`src/rtl/posit_quire_accumulator_if.sv`:
```
// ---------------------------------------------------------------------------
// posit_quire_accumulator_if
// Term-input and result-output handshake bundle for posit_quire_accumulator.
//   clear                 : synchronous abort of the dot product in progress
//   inValid / inReady     : term handshake
//   inIsInf, inIsZero     : term is NaR/inf, term is zero
//   inSign, inExp, inFrac : sign, left-shift amount, unsigned expanded fraction
//   inLast                : term closes the current dot product
//   outValid / outReady   : result handshake
//   outQuire              : signed accumulated quire (ACC_BITS wide)
//   outIsInf, outOverflow : sticky inf / signed-overflow flags of the result
//   outCount              : number of terms in the result (saturating)
// master = term producer / result consumer, slave = accumulator.
// ---------------------------------------------------------------------------
interface posit_quire_accumulator_if #(
    parameter int EXP_BITS   = 5,
    parameter int FRAC_BITS  = 10,
    parameter int CARRY_BITS = 8,
    parameter int COUNT_BITS = 16
);
    localparam int ACC_BITS = 1 + CARRY_BITS + FRAC_BITS + (1 << EXP_BITS) - 1;

    logic                        clear;
    logic                        inValid;
    logic                        inReady;
    logic                        inIsInf;
    logic                        inIsZero;
    logic                        inSign;
    logic [EXP_BITS-1:0]         inExp;
    logic [FRAC_BITS-1:0]        inFrac;
    logic                        inLast;
    logic                        outValid;
    logic                        outReady;
    logic signed [ACC_BITS-1:0]  outQuire;
    logic                        outIsInf;
    logic                        outOverflow;
    logic [COUNT_BITS-1:0]       outCount;

    modport master (
        output clear, inValid, inIsInf, inIsZero, inSign, inExp, inFrac, inLast, outReady,
        input  inReady, outValid, outQuire, outIsInf, outOverflow, outCount
    );

    modport slave (
        input  clear, inValid, inIsInf, inIsZero, inSign, inExp, inFrac, inLast, outReady,
        output inReady, outValid, outQuire, outIsInf, outOverflow, outCount
    );
endinterface

```
`src/rtl/posit_quire_accumulator.sv`:
```
// ---------------------------------------------------------------------------
// posit_quire_accumulator
// Two-stage dot-product accumulator fed by the posit-to-quire expansion stage.
// Stage 1 aligns each expanded term into a two's-complement quire word,
// stage 2 adds it into the running quire. A term flagged last moves the
// post-add result into the output register and restarts the accumulator
// from zero in the same cycle, so consecutive dot products need no bubble.
//
// Ports:
//   clock  : rising-edge clock
//   resetN : asynchronous active-low reset, clears every register
//   bus    : posit_quire_accumulator_if.slave (term in, result out, clear)
//
// Build option:
//   QUIRE_SATURATE_EN defined   : the first overflow clamps the quire to the
//                                 signed extreme matching the addends and
//                                 holds it until the dot product closes.
//   QUIRE_SATURATE_EN undefined : the quire wraps modulo 2^ACC_BITS.
//   outOverflow is sticky in both builds.
// ---------------------------------------------------------------------------
module posit_quire_accumulator #(
    parameter int EXP_BITS   = 5,
    parameter int FRAC_BITS  = 10,
    parameter int CARRY_BITS = 8,
    parameter int COUNT_BITS = 16
) (
    input logic                      clock,
    input logic                      resetN,
    posit_quire_accumulator_if.slave bus
);
    localparam int ACC_BITS = 1 + CARRY_BITS + FRAC_BITS + (1 << EXP_BITS) - 1;

    function automatic logic [COUNT_BITS-1:0] sat_inc(input logic [COUNT_BITS-1:0] c);
        return (&c) ? c : c + 1'b1;
    endfunction

    logic                        r_s1Valid;
    logic signed [ACC_BITS-1:0]  r_s1Term;
    logic                        r_s1Inf;
    logic                        r_s1Last;

    logic signed [ACC_BITS-1:0]  r_acc;
    logic                        r_inf;
    logic                        r_ovf;
    logic [COUNT_BITS-1:0]       r_cnt;

    logic                        r_outValid;
    logic signed [ACC_BITS-1:0]  r_outQuire;
    logic                        r_outInf;
    logic                        r_outOvf;
    logic [COUNT_BITS-1:0]       r_outCnt;

    logic [ACC_BITS-1:0]         w_mag;
    logic signed [ACC_BITS-1:0]  w_term;
    logic                        w_outFree;
    logic                        w_s1Advance;
    logic                        w_inReady;
    logic                        w_close;
    logic signed [ACC_BITS-1:0]  w_sum;
    logic                        w_addOvf;
    logic signed [ACC_BITS-1:0]  w_accNext;
    logic                        w_infNext;
    logic                        w_ovfNext;
    logic [COUNT_BITS-1:0]       w_cntNext;

    // A pending last term may only advance once the output register can
    // take its result; non-last terms never wait on the consumer.
    assign w_outFree   = !r_outValid || bus.outReady;
    assign w_s1Advance = r_s1Valid && (!r_s1Last || w_outFree);
    assign w_inReady   = bus.clear || !r_s1Valid || w_s1Advance;
    assign w_close     = w_s1Advance && r_s1Last && !bus.clear;

    assign bus.inReady     = w_inReady;
    assign bus.outValid    = r_outValid;
    assign bus.outQuire    = r_outQuire;
    assign bus.outIsInf    = r_outInf;
    assign bus.outOverflow = r_outOvf;
    assign bus.outCount    = r_outCnt;

    assign w_mag = ACC_BITS'(bus.inFrac) << bus.inExp;

    always_comb begin
        w_term = '0;
        if (!(bus.inIsZero || bus.inIsInf)) begin
            w_term = bus.inSign ? -$signed(w_mag) : $signed(w_mag);
        end
    end

    assign w_sum    = r_acc + r_s1Term;
    assign w_addOvf = (r_acc[ACC_BITS-1] == r_s1Term[ACC_BITS-1]) &&
                      (w_sum[ACC_BITS-1] != r_acc[ACC_BITS-1]);

`ifdef QUIRE_SATURATE_EN
    // Once overflowed the quire is already clamped; further terms are ignored.
    function automatic logic signed [ACC_BITS-1:0] sat_add(
        input logic signed [ACC_BITS-1:0] acc,
        input logic signed [ACC_BITS-1:0] sum,
        input logic                       ovf,
        input logic                       held
    );
        if (held) begin
            return acc;
        end else if (ovf) begin
            return acc[ACC_BITS-1] ? $signed({1'b1, {(ACC_BITS-1){1'b0}}})
                                   : $signed({1'b0, {(ACC_BITS-1){1'b1}}});
        end else begin
            return sum;
        end
    endfunction

    assign w_accNext = sat_add(r_acc, w_sum, w_addOvf, r_ovf);
`else
    assign w_accNext = w_sum;
`endif

    assign w_infNext = r_inf | r_s1Inf;
    assign w_ovfNext = r_ovf | w_addOvf;
    assign w_cntNext = sat_inc(r_cnt);

    // Stage 1: align term
    always_ff @(posedge clock or negedge resetN) begin
        if (!resetN) begin
            r_s1Valid <= 1'b0;
            r_s1Term  <= '0;
            r_s1Inf   <= 1'b0;
            r_s1Last  <= 1'b0;
        end else if (bus.clear) begin
            r_s1Valid <= 1'b0;
        end else if (w_inReady) begin
            r_s1Valid <= bus.inValid;
            if (bus.inValid) begin
                r_s1Term <= w_term;
                r_s1Inf  <= bus.inIsInf;
                r_s1Last <= bus.inLast;
            end
        end
    end

    // Stage 2: accumulate
    always_ff @(posedge clock or negedge resetN) begin
        if (!resetN) begin
            r_acc <= '0;
            r_inf <= 1'b0;
            r_ovf <= 1'b0;
            r_cnt <= '0;
        end else if (bus.clear || (w_s1Advance && r_s1Last)) begin
            r_acc <= '0;
            r_inf <= 1'b0;
            r_ovf <= 1'b0;
            r_cnt <= '0;
        end else if (w_s1Advance) begin
            r_acc <= w_accNext;
            r_inf <= w_infNext;
            r_ovf <= w_ovfNext;
            r_cnt <= w_cntNext;
        end
    end

    // Output register: loads the post-add values of a closing term
    always_ff @(posedge clock or negedge resetN) begin
        if (!resetN) begin
            r_outValid <= 1'b0;
            r_outQuire <= '0;
            r_outInf   <= 1'b0;
            r_outOvf   <= 1'b0;
            r_outCnt   <= '0;
        end else if (w_close) begin
            r_outValid <= 1'b1;
            r_outQuire <= w_accNext;
            r_outInf   <= w_infNext;
            r_outOvf   <= w_ovfNext;
            r_outCnt   <= w_cntNext;
        end else if (bus.outReady) begin
            r_outValid <= 1'b0;
        end
    end
endmodule

```
`src/flat_wrapper.sv`:
```
// flat-port wrapper written by rule: the top's interface ports become plain ports
module posit_quire_accumulator_flat 
#(
    parameter int EXP_BITS   = 5,
    parameter int FRAC_BITS  = 10,
    parameter int CARRY_BITS = 8,
    parameter int COUNT_BITS = 16
)
  (clock, resetN, bus_clear, bus_inValid, bus_inIsInf, bus_inIsZero, bus_inSign, bus_inExp, bus_inFrac, bus_inLast, bus_outReady, bus_inReady, bus_outValid, bus_outQuire, bus_outIsInf, bus_outOverflow, bus_outCount);
  posit_quire_accumulator_if #(.EXP_BITS(EXP_BITS), .FRAC_BITS(FRAC_BITS), .CARRY_BITS(CARRY_BITS), .COUNT_BITS(COUNT_BITS)) bus_i ();
  input logic clock;
  input logic resetN;
  input wire logic [$bits(bus_i.clear)-1:0] bus_clear;
  input wire logic [$bits(bus_i.inValid)-1:0] bus_inValid;
  input wire logic [$bits(bus_i.inIsInf)-1:0] bus_inIsInf;
  input wire logic [$bits(bus_i.inIsZero)-1:0] bus_inIsZero;
  input wire logic [$bits(bus_i.inSign)-1:0] bus_inSign;
  input wire logic [$bits(bus_i.inExp)-1:0] bus_inExp;
  input wire logic [$bits(bus_i.inFrac)-1:0] bus_inFrac;
  input wire logic [$bits(bus_i.inLast)-1:0] bus_inLast;
  input wire logic [$bits(bus_i.outReady)-1:0] bus_outReady;
  output wire logic [$bits(bus_i.inReady)-1:0] bus_inReady;
  output wire logic [$bits(bus_i.outValid)-1:0] bus_outValid;
  output wire logic [$bits(bus_i.outQuire)-1:0] bus_outQuire;
  output wire logic [$bits(bus_i.outIsInf)-1:0] bus_outIsInf;
  output wire logic [$bits(bus_i.outOverflow)-1:0] bus_outOverflow;
  output wire logic [$bits(bus_i.outCount)-1:0] bus_outCount;
  assign bus_i.clear = bus_clear;
  assign bus_i.inValid = bus_inValid;
  assign bus_i.inIsInf = bus_inIsInf;
  assign bus_i.inIsZero = bus_inIsZero;
  assign bus_i.inSign = bus_inSign;
  assign bus_i.inExp = bus_inExp;
  assign bus_i.inFrac = bus_inFrac;
  assign bus_i.inLast = bus_inLast;
  assign bus_i.outReady = bus_outReady;
  assign bus_inReady = bus_i.inReady;
  assign bus_outValid = bus_i.outValid;
  assign bus_outQuire = bus_i.outQuire;
  assign bus_outIsInf = bus_i.outIsInf;
  assign bus_outOverflow = bus_i.outOverflow;
  assign bus_outCount = bus_i.outCount;
  posit_quire_accumulator #(.EXP_BITS(EXP_BITS), .FRAC_BITS(FRAC_BITS), .CARRY_BITS(CARRY_BITS), .COUNT_BITS(COUNT_BITS)) u_core (.clock(clock), .resetN(resetN), .bus(bus_i));
endmodule
```
`config.mk`:
```
export PLATFORM = sky130hd
export DESIGN_NAME = posit_quire_accumulator_flat
export DESIGN_NICKNAME = d
export VERILOG_FILES = /design/src/rtl/posit_quire_accumulator_if.sv /design/src/rtl/posit_quire_accumulator.sv /design/src/flat_wrapper.sv
export SDC_FILE = /design/constraint.sdc
export NUM_CORES = 1
export LEC_CHECK = 0
export BUFFER_PORTS_ARGS = -buffer_cell sky130_fd_sc_hd__buf_2
export CAP_MARGIN = 5
export CELL_PAD_IN_SITES_DETAIL_PLACEMENT = 0
export CELL_PAD_IN_SITES_GLOBAL_PLACEMENT = 1
export CORE_ASPECT_RATIO = 0.7
export CORE_MARGIN = 5
export CORE_UTILIZATION = 35
export DETAILED_ROUTE_END_ITERATION = 10
export GPL_ROUTABILITY_DRIVEN = 0
export GPL_TIMING_DRIVEN = 0
export PLACE_DENSITY = 0.6
export SLEW_MARGIN = 20
export SYNTH_ARGS = -nofsm -noshare
export SYNTH_HDL_FRONTEND = slang
export SYNTH_SLANG_ARGS = --single-unit
export TNS_END_PERCENT = 100
```
`constraint.sdc`:
```
create_clock -name clock -period 7.5 [get_ports clock]
set_input_delay 0.75 -clock clock [delete_from_list [all_inputs] [get_ports clock]]
set_output_delay 0.75 -clock clock [all_outputs]
set_load 0.005 [all_outputs]
```
After elaboration in Yosys (flattened, before gate mapping)
Cells that the tools add are included.

operators by class
  add/subtract/negate cells = 3
  $lt $le $gt $ge = 0
  muxes and demuxes = 15
  equal/unequal tests = 2
  reduce and logical (&&, ||, !) cells = 19
  shifts and indexed selects = 1
  $mul = 0
  bitwise gates (word level) = 3
  divide/modulo/power cells = 0

operators by type and width
  kind                                            number
  2-to-1 mux 50 bit                               4
  adder 50 bit                                    1
  negator 50 bit                                  1
  left shift 10 x 5 -> 50 bit                     1
  2-to-1 mux 16 bit                               3
  adder 16 x 1 -> 16 bit (second input constant)  1
  AND reduction 16 bit                            1
  2-to-1 mux 1 bit                                8
  logical OR 1 bit                                6
  nonzero test 2 bit                              3
  logical AND 1 bit                               4
  zero test 1 bit                                 4
  AND reduction 3 bit                             1
  OR 1 bit                                        2
  == test 1 bit                                   1
  != test 1 bit                                   1
  NOT 1 bit                                       1

word-level totals
  input bits = 24
  latch bits = 0
  memories = 0
  word-level logic and storage cells = 56
  memory bits (writable) = 0
  memory bits (read-only) = 0
  bits in registers = 190

Longest topological paths before layout
Gate-level depths: netlist of run 1.

  depth after elaboration = 7
  gate-level depth with buffers = 12
  mapped depth without buffers = 11

Worst setup path after synthesis of run 1
OpenSTA, ideal clock, no wires.

  kind = input-to-reg
  from = input port bus_inExp[0]
  to = register u_core.r_s1Term[39]
  data required time = 7.405 ns
  cell stages on the path = 9
  buffers on the path = 1
  data arrival time = 3.432 ns
  setup slack = 3.972 ns
  cells stage by stage = buf_6 -> mux4_2 -> mux2_2 -> a22o_1 -> or3_4 -> nor4_4 -> nand4_2 -> o311a_1 -> o31ai_1

on the way
  cells in the longest elaborated chain, start to end = 4

ends and longest elaborated chain
  item                           RTL line                        text
  from (decl)                    flat_wrapper.sv:18              input wire logic [$bits(bus_i.inExp)-1:0] bus_inExp;
  left shift 10 x 5 -> 50 bit *  posit_quire_accumulator.sv:80   assign w_mag = ACC_BITS'(bus.inFrac) << bus.inExp;
  negator 50 bit                 posit_quire_accumulator.sv:85   w_term = bus.inSign ? -$signed(w_mag) : $signed(w_mag);
  2-to-1 mux 50 bit *            posit_quire_accumulator.sv:85
  2-to-1 mux 50 bit *            posit_quire_accumulator.sv:84   if (!(bus.inIsZero || bus.inIsInf)) begin
  to (signal assigned)           posit_quire_accumulator.sv:132  r_s1Term <= w_term;
  to (decl)                      posit_quire_accumulator.sv:38   logic signed [ACC_BITS-1:0] r_s1Term;

Mark *: on every way between the ends. The rest lies on a longest branch, timed or not.
A chain may end at the register's enable or synchronous reset.

Worst setup path in the final report of run 1
  from = input port bus_inExp[0]
  to = register u_core.r_s1Term[37]

The elaborated chain is that of the path after synthesis.

==> key figures, run 1 <==
Power and ir drop
  – Total power: 2.61 mW
  – Cell Pwr Density: about 190 mW/mm²
  – LEAKAGE: 6.53 nW
  – Maximum VDD drop: 125 µV

Placed design
  – Post-DP HPWL: 32.4 mm
  – Placed Area: 0.0134 mm²
  – Setup slack at placement: around 2.9 ns
  – Placed insts: 1,962
  – # port buffers: 91

Clocking
  – H-tree levels: 4
  – CTS Buffer Depth: 2
  – CTS tree: built
  – Clock Root Buffer: clkbuf_16
  – Post-CTS sizing: 0
  – Total clock sinks: 190
  – Clock Latency Late Sink: 0.45 ns
  – Post-CTS setup buffer count: 0
  – Post-CTS Hold Buffers: 0
  – TritonCTS Buffers: 17
  – Clock transition at path regs: about 0.070 ns

GRT
  – Largest net degree at the start of global routing: 83
  – Initial antenna violation count: 0
  – First-pass GRT wire length: 62.4 mm
  – Top Usage Layer GRT: met1
  – Grt met2 use: 0.271
  – Number of global-route vias before repair: 10,400
  – M3 GR Usage: 0.0405
  – Tot GR Track Use: 0.206
  – Total gr overflow: 0
  – M1 GR Usage: 0.345

Die
  – Core area: 0.0347 mm²
  – DIE HEIGHT: 167 µm
  – Die area: 0.0390 mm²
  – Initial Util: 0.354
  – DIE WIDTH: approximately 230 µm
  – Core Rows: 57
  – I/O Pins: 94

Setup path
  – Crit path DAT: 4.67 ns
  – Worst path required time: ~7.8 ns
  – Critical path fanouts, max: 10
  – Worst Setup End Kind: flip-flop
  – Critical path startpoint category: input port
  – Crit Path Category: input port to flip-flop

STA
  – Max_slew headroom: 0.295
  – Hold Fails Final Rpt: 0
  – Final setup TNS: 0 ns
  – Max Slew Vio Count: 0
  – Peak Freq: 0.231 GHz
  – Slew @ Worst Pin: 1.05 ns
  – Setup-failing EPs final: 0
  – Setup ws final: 3.17 ns
  – RSZ-0062 raised after global routing: false
  – Crit path time final: 4.33 ns
  – Clock Skews: 0.0124 ns
  – Fin crit share: 0.578
  – Hold_ws: 0.178 ns

Detailed routing
  – Average wire per standard cell: 20.3 µm
  – DR vias: 11,000
  – Starting DRT DRC Count: 1,073
  – Router iterations before antenna repair: 6
  – Routed WL: 40.5 mm
  – Post-DRT Antenna Nets: 0
  – Routed vias/inst: 5.51
  – Remaining DRCs: 0

Synth
  – Ys flop type: dfrtp_1
  – Syn_nets: about 1,500
  – Multiplexer share of the synthesized area: 0.0488
  – Post-synth EDFFs: 0
  – Yosys warns: 0
  – Largest family of logic cells by synthesized area: compound AO/OA/AOI/OAI gates
  – Mean post-synth cell area: 8.79 µm²
  – Sequential area share after synthesis: 0.387
  – FFs w/ async S/R, synth: 1.00
  – Synth Cell Area: ~0.012 mm²
  – Synthesized flop and latch total: 190
  – Post-Synth XOR/XNOR Area: 0.0610
  – Cells after synthesis: 1,397
  – Synth Area in Compound Gates: 0.245
  – Simple-gate share of the synthesized area: 0.171
  – Area share of fa/ha/maj cells after synthesis: 0.0536
  – Library cells used by synthesis: 87

Finish
  – Area grow syn2layout: 13.7%
  – Final net count: ~1,600
  – Commonest non-fill, non-tap cell in the layout: nand2_1
  – Most frequent cells in the layout: 244 x nand2_1, 190 x dfrtp_1, 118 x o21ai_0
  – Finished Core Util: 0.403
  – Layout cell share with drive strength beyond 1: 0.123
  – Filler Cell Count: between 3,000 and 4,000
  – Post-route cell area: 0.0140 mm²
  – Final Non-Filler Cells: 1,994
  – # diodes: 0

Hold path
  – Hold WC Path Type: input port to async pin

Run
  – Max Cap Violations: 0

Run status
  – Status: finished clean
-- registers in the layout (all words and copies together) (netlist names) --
signal,flops
u_core.r_ovf,1
u_core.r_s1Last,1
u_core.r_s1Valid,1
u_core.bus.outValid,1
u_core.bus.outQuire,50
u_core.r_s1Inf,1
u_core.r_cnt,16
u_core.bus.outIsInf,1
u_core.r_inf,1
u_core.r_s1Term,50
u_core.bus.outCount,16
u_core.bus.outOverflow,1
u_core.r_acc,50
-- critical path, stage by stage --
cell	delay (ns)
buf_2	0.12
buf_6	0.17
mux2i_1	0.60
mux4_2	0.49
nor2b_2	0.40
a41oi_1	0.33
a2111oi_0	0.75
nand4_2	0.39
or2_0	0.32
o221ai_1	0.23
nand3_1	0.11
-- cell type report --
type	count	area [µm²]	share of cell area
tap	472	591	0.0423
sequential	190	4750	0.340
clock buffer	20	467	0.0334
timing repair buffer	93	520	0.0373
inverter	26	97.6	0.00698
clock inverter	12	110	0.00788
multi-input combinational	1102	7120	0.509
buffer	79	317	0.0227
-- logic make-up (layout without fill, tap and decap cells) --
kind of cell / after synthesis / count (layout)
AOI/OAI and AO/OA: 453 / 453
xor gates and xnor gates: 84 / 84
adders and majority gates: 52 / 52
buffers and inverters: 105 / 230
DFF: 190 / 190
muxes: 48 / 48
and+or+nand+nor: 465 / 465
-- metal layers --
metal | wire length, µm | vias to the layer above | part of all wire
met4 | 355 | 0 | 0.0088
met5 | 0 | - | 0
met1 | 21800 | 5339 | 0.54
li1 | - | 5300 | -
met2 | 15700 | 317 | 0.39
met3 | 2650 | 24 | 0.065
-- cell usage after synthesis (4+ instances only) --
library cell  count  area share
nand2b_1         13      0.0066
a32o_1            4      0.0033
o21a_1            8      0.0049
clkbuf_1         69       0.021
nor2_1           90       0.028
a211oi_1          7      0.0043
or2_2             8      0.0041
nand3_1          26       0.011
xnor2_1          53       0.038
inv_1            24      0.0073
o21ai_0         118       0.048
a22oi_1           5      0.0031
a31oi_1          18      0.0092
xor2_1           30       0.021
and3_1            8      0.0041
o211ai_1          6      0.0037
nand3b_1          4      0.0024
nor4_1            4      0.0020
o221ai_1          5      0.0036
mux4_2            7       0.013
nor3_1           18      0.0073
a22o_1           56       0.040
o22ai_1          14      0.0071
ha_1             51       0.052
nand2_1         244       0.075
a21oi_1          89       0.036
dfrtp_1         190        0.39
a21boi_0          7      0.0043
buf_1             7      0.0021
o21bai_1         16      0.0098
nor2b_1          10      0.0051
a21o_1           28       0.017
o21ai_1          11      0.0045
o31ai_1          15      0.0092
mux2i_1          16       0.013
and2_1            8      0.0041
nand4_1          14      0.0071
a32oi_1           4      0.0029
mux2_2           25       0.023
-- where the power goes --
part           switching, mW  internal (mW)
Sequential            0.0526           1.11
Combinational          0.343          0.204
Clock                  0.412          0.485
-- path summary, 6_finish.rpt --
check	start	slack (ns)	depth (start not counted)	to
hold / removal	resetN	0.18	1	u_core.r_acc[46]
hold reg to reg	u_core.bus.outQuire[38]	0.47	2	u_core.bus.outQuire[38]
setup reg to reg	u_core.r_acc[12]	3.72	11	u_core.r_acc[49]
min in group clock	u_core.bus.outQuire[38]	0.47	2	u_core.bus.outQuire[38]
setup / recovery	bus_inExp[0]	3.17	11	u_core.r_s1Term[37]
max in group asynchronous	resetN	6.25	3	u_core.bus.outQuire[14]
No activity file was read; power rests on OpenSTA's default activity.
==> inputs of run 2 (changes only) <==
==> constraint.sdc (replaced) <==
create_clock -name clock -period 4.4 [get_ports clock]
set_input_delay 0.44 -clock clock [delete_from_list [all_inputs] [get_ports clock]]
set_output_delay 0.44 -clock clock [all_outputs]
set_load 0.005 [all_outputs]
==> key figures, run 2 (same netlist as run 1, synthesis figures left out) <==
Hold path
  – Hold Path End: u_core.r_s1Last
  – WHS Path Cells: 2
  – Min-delay src: bus_inLast
  – Hold WC Path Type: input port to flip-flop

Setup path
  – RR Endpoint: u_core.r_acc[49]
  – FF-to-FF Start: u_core.r_acc[12]
  – Slowest CP cell: a2111oi_0
  – Worst path required time: 4.73 ns
  – Worst Setup End Kind: flip-flop
  – Crit path buffers/inverters: 2
  – Crit Path Category: input port to flip-flop
  – Critical path fanouts, max: 10
  – Critical path startpoint category: input port
  – Slowest Stage Delay on Critical Path: between 0.7 and 0.8 ns
  – Crit path DAT: 4.30 ns
  – Flop2flop setup slack: 0.63 ns
  – Cell family with most CP delay: compound AO/OA/AOI/OAI gates
  – Worst path cell trace: buf_2 -> buf_6 -> mux2i_1 -> mux4_2 -> nor2b_2 -> a41oi_1 -> a2111oi_0 -> nand4_2 -> or2_0 -> o221ai_1 -> nand3_1
  – R2R depth: 11

STA
  – Max Slew Vio Count: 0
  – Final setup TNS: 0 ns
  – Setup-failing EPs final: 0
  – Hold Fails Final Rpt: 0
  – RSZ-0062 raised after global routing: false
  – Max_slew headroom: 0.315
  – Slew @ Worst Pin: ~1.0 ns
  – Peak Freq: 0.252 GHz
  – Crit path time final: 3.97 ns
  – Hold_ws: 0.219 ns
  – Fin crit share: 0.902
  – Clock Skews: roughly 0.012 ns

Power and ir drop
  – Maximum VDD drop: 214 µV
  – Cell Pwr Density: 318 mW/mm²
  – LEAKAGE: 6.53 nW

GRT
  – M1 GR Usage: 0.345
  – Number of global-route vias before repair: about 10,000
  – Largest net degree at the start of global routing: 83
  – Top Usage Layer GRT: met1
  – Initial antenna violation count: 0
  – Grt met2 use: 0.271
  – Total gr overflow: 0
  – First-pass GRT wire length: 62.5 mm
  – M3 GR Usage: 0.0405
  – Tot GR Track Use: 0.206

Detailed routing
  – Routed vias/inst: 5.53
  – Average wire per standard cell: a little over 20 µm
  – Post-DRT Antenna Nets: 0
  – Starting DRT DRC Count: ~1,100
  – Router iterations before antenna repair: 5
  – Routed WL: 40.5 mm
  – DR vias: 11,000
  – Remaining DRCs: 0

Clocking
  – Clock Root Buffer: clkbuf_16
  – Post-CTS sizing: 0
  – H-tree levels: 4
  – Total clock sinks: 190
  – Clock transition at path regs: 0.07 ns
  – CTS Buffer Depth: 2
  – TritonCTS Buffers: 17
  – Clock Latency Late Sink: 0.45 ns
  – CTS tree: built

Placed design
  – Placed Area: 0.0134 mm²
  – # port buffers: 91
  – Post-DP HPWL: 32.4 mm
  – Placed insts: between 1,500 and 2,000

Die
  – I/O Pins: 94
  – DIE WIDTH: 234 µm
  – Core Rows: 57
  – Die area: 0.0390 mm²
  – Core area: roughly 0.035 mm²
  – DIE HEIGHT: 167 µm
  – Initial Util: 0.354

Finish
  – Commonest non-fill, non-tap cell in the layout: nand2_1
  – Layout cell share with drive strength beyond 1: 0.123
  – Final net count: 1,586
  – Post-route cell area: 0.0140 mm²
  – Final Non-Filler Cells: roughly 2,000
  – Area grow syn2layout: 13.8%
  – Finished Core Util: 0.403
  – Most frequent cells in the layout: 244 x nand2_1, 190 x dfrtp_1, 118 x o21ai_0

Run
  – Max Cap Violations: 0

Run status
  – Status: finished clean
[run 2: cell types whose count changed in the layout (fill, tap and decap cells not counted)]
cell | before | now
diode_2 | 0 | 1
dlygate4sd3_1 | 0 | 1
[run 2: what timing repair did]
item / 4_1_cts / 5_1_grt
endpoints found under the hold margin: 44 / 0
hold buffers: 1 / 0
buffers inserted: 0 / 0
[run 2: layout make-up]
cell class              instances  area (µm²)
diodes                          1        2.50
plain buffers                  79         317
clock buffers                  20         467
clock inverters                12         110
fillers                      3521       20700
inverters                      26        97.6
multi-input cells            1102        7120
flip-flops and latches        190        4750
well taps                     472         591
repair buffers                 94         531
[run 2: worst max path at each step]
stage	start	endpoint	slack [ns]	depth (start not counted)
3_3_place_gp	resetN	u_core.r_s1Term[10]	-0.47	1
2_1_floorplan	bus_inExp[0]	u_core.r_s1Term[39]	1.18	9
4_1_cts	bus_inExp[1]	u_core.r_s1Term[48]	0.64	11
3_5_place_dp	bus_inExp[1]	u_core.r_s1Term[48]	0.16	11
5_1_grt	bus_inExp[1]	u_core.r_s1Term[42]	0.33	11
6_report	bus_inExp[0]	u_core.r_s1Term[37]	0.43	11
[run 2: worst reg2reg max path, delay by kind of cell, from the launching register on]
kind	cells	cell delay, ns
AOI/OAI and AO/OA	5	1.44
and+or+nand+nor	4	1.27
DFF	1	0.39
buffers and inverters	1	0.30
adders and majority gates	1	0.28
[run 2: power breakdown]
group / switching [mW] / total, mW / internal, mW / leakage (nW)
Clock: 0.702 / 1.53 / 0.826 / 0.275
Sequential: 0.0898 / 1.98 / 1.89 / 2.60
Combinational: 0.586 / 0.935 / 0.349 / 3.66
Total: 1.38 / 4.44 / 3.07 / 6.53
[run 2: through the flow]
stage | total power [mW] | setup slack [ns]
floorplan | 2.55 | 1.18
global placement | 2.94 | -0.468
detailed placement | 2.94 | 0.156
CTS | 4.49 | 0.637
global route | 4.67 | 0.332
finish | 4.44 | 0.433
[run 2: routing by layer]
metal / vias up / wire, µm
met5: - / 0
met4: 0 / 371
met3: 29 / 2670
met2: 317 / 15800
met1: 5380 / 21700
li1: 5307 / -
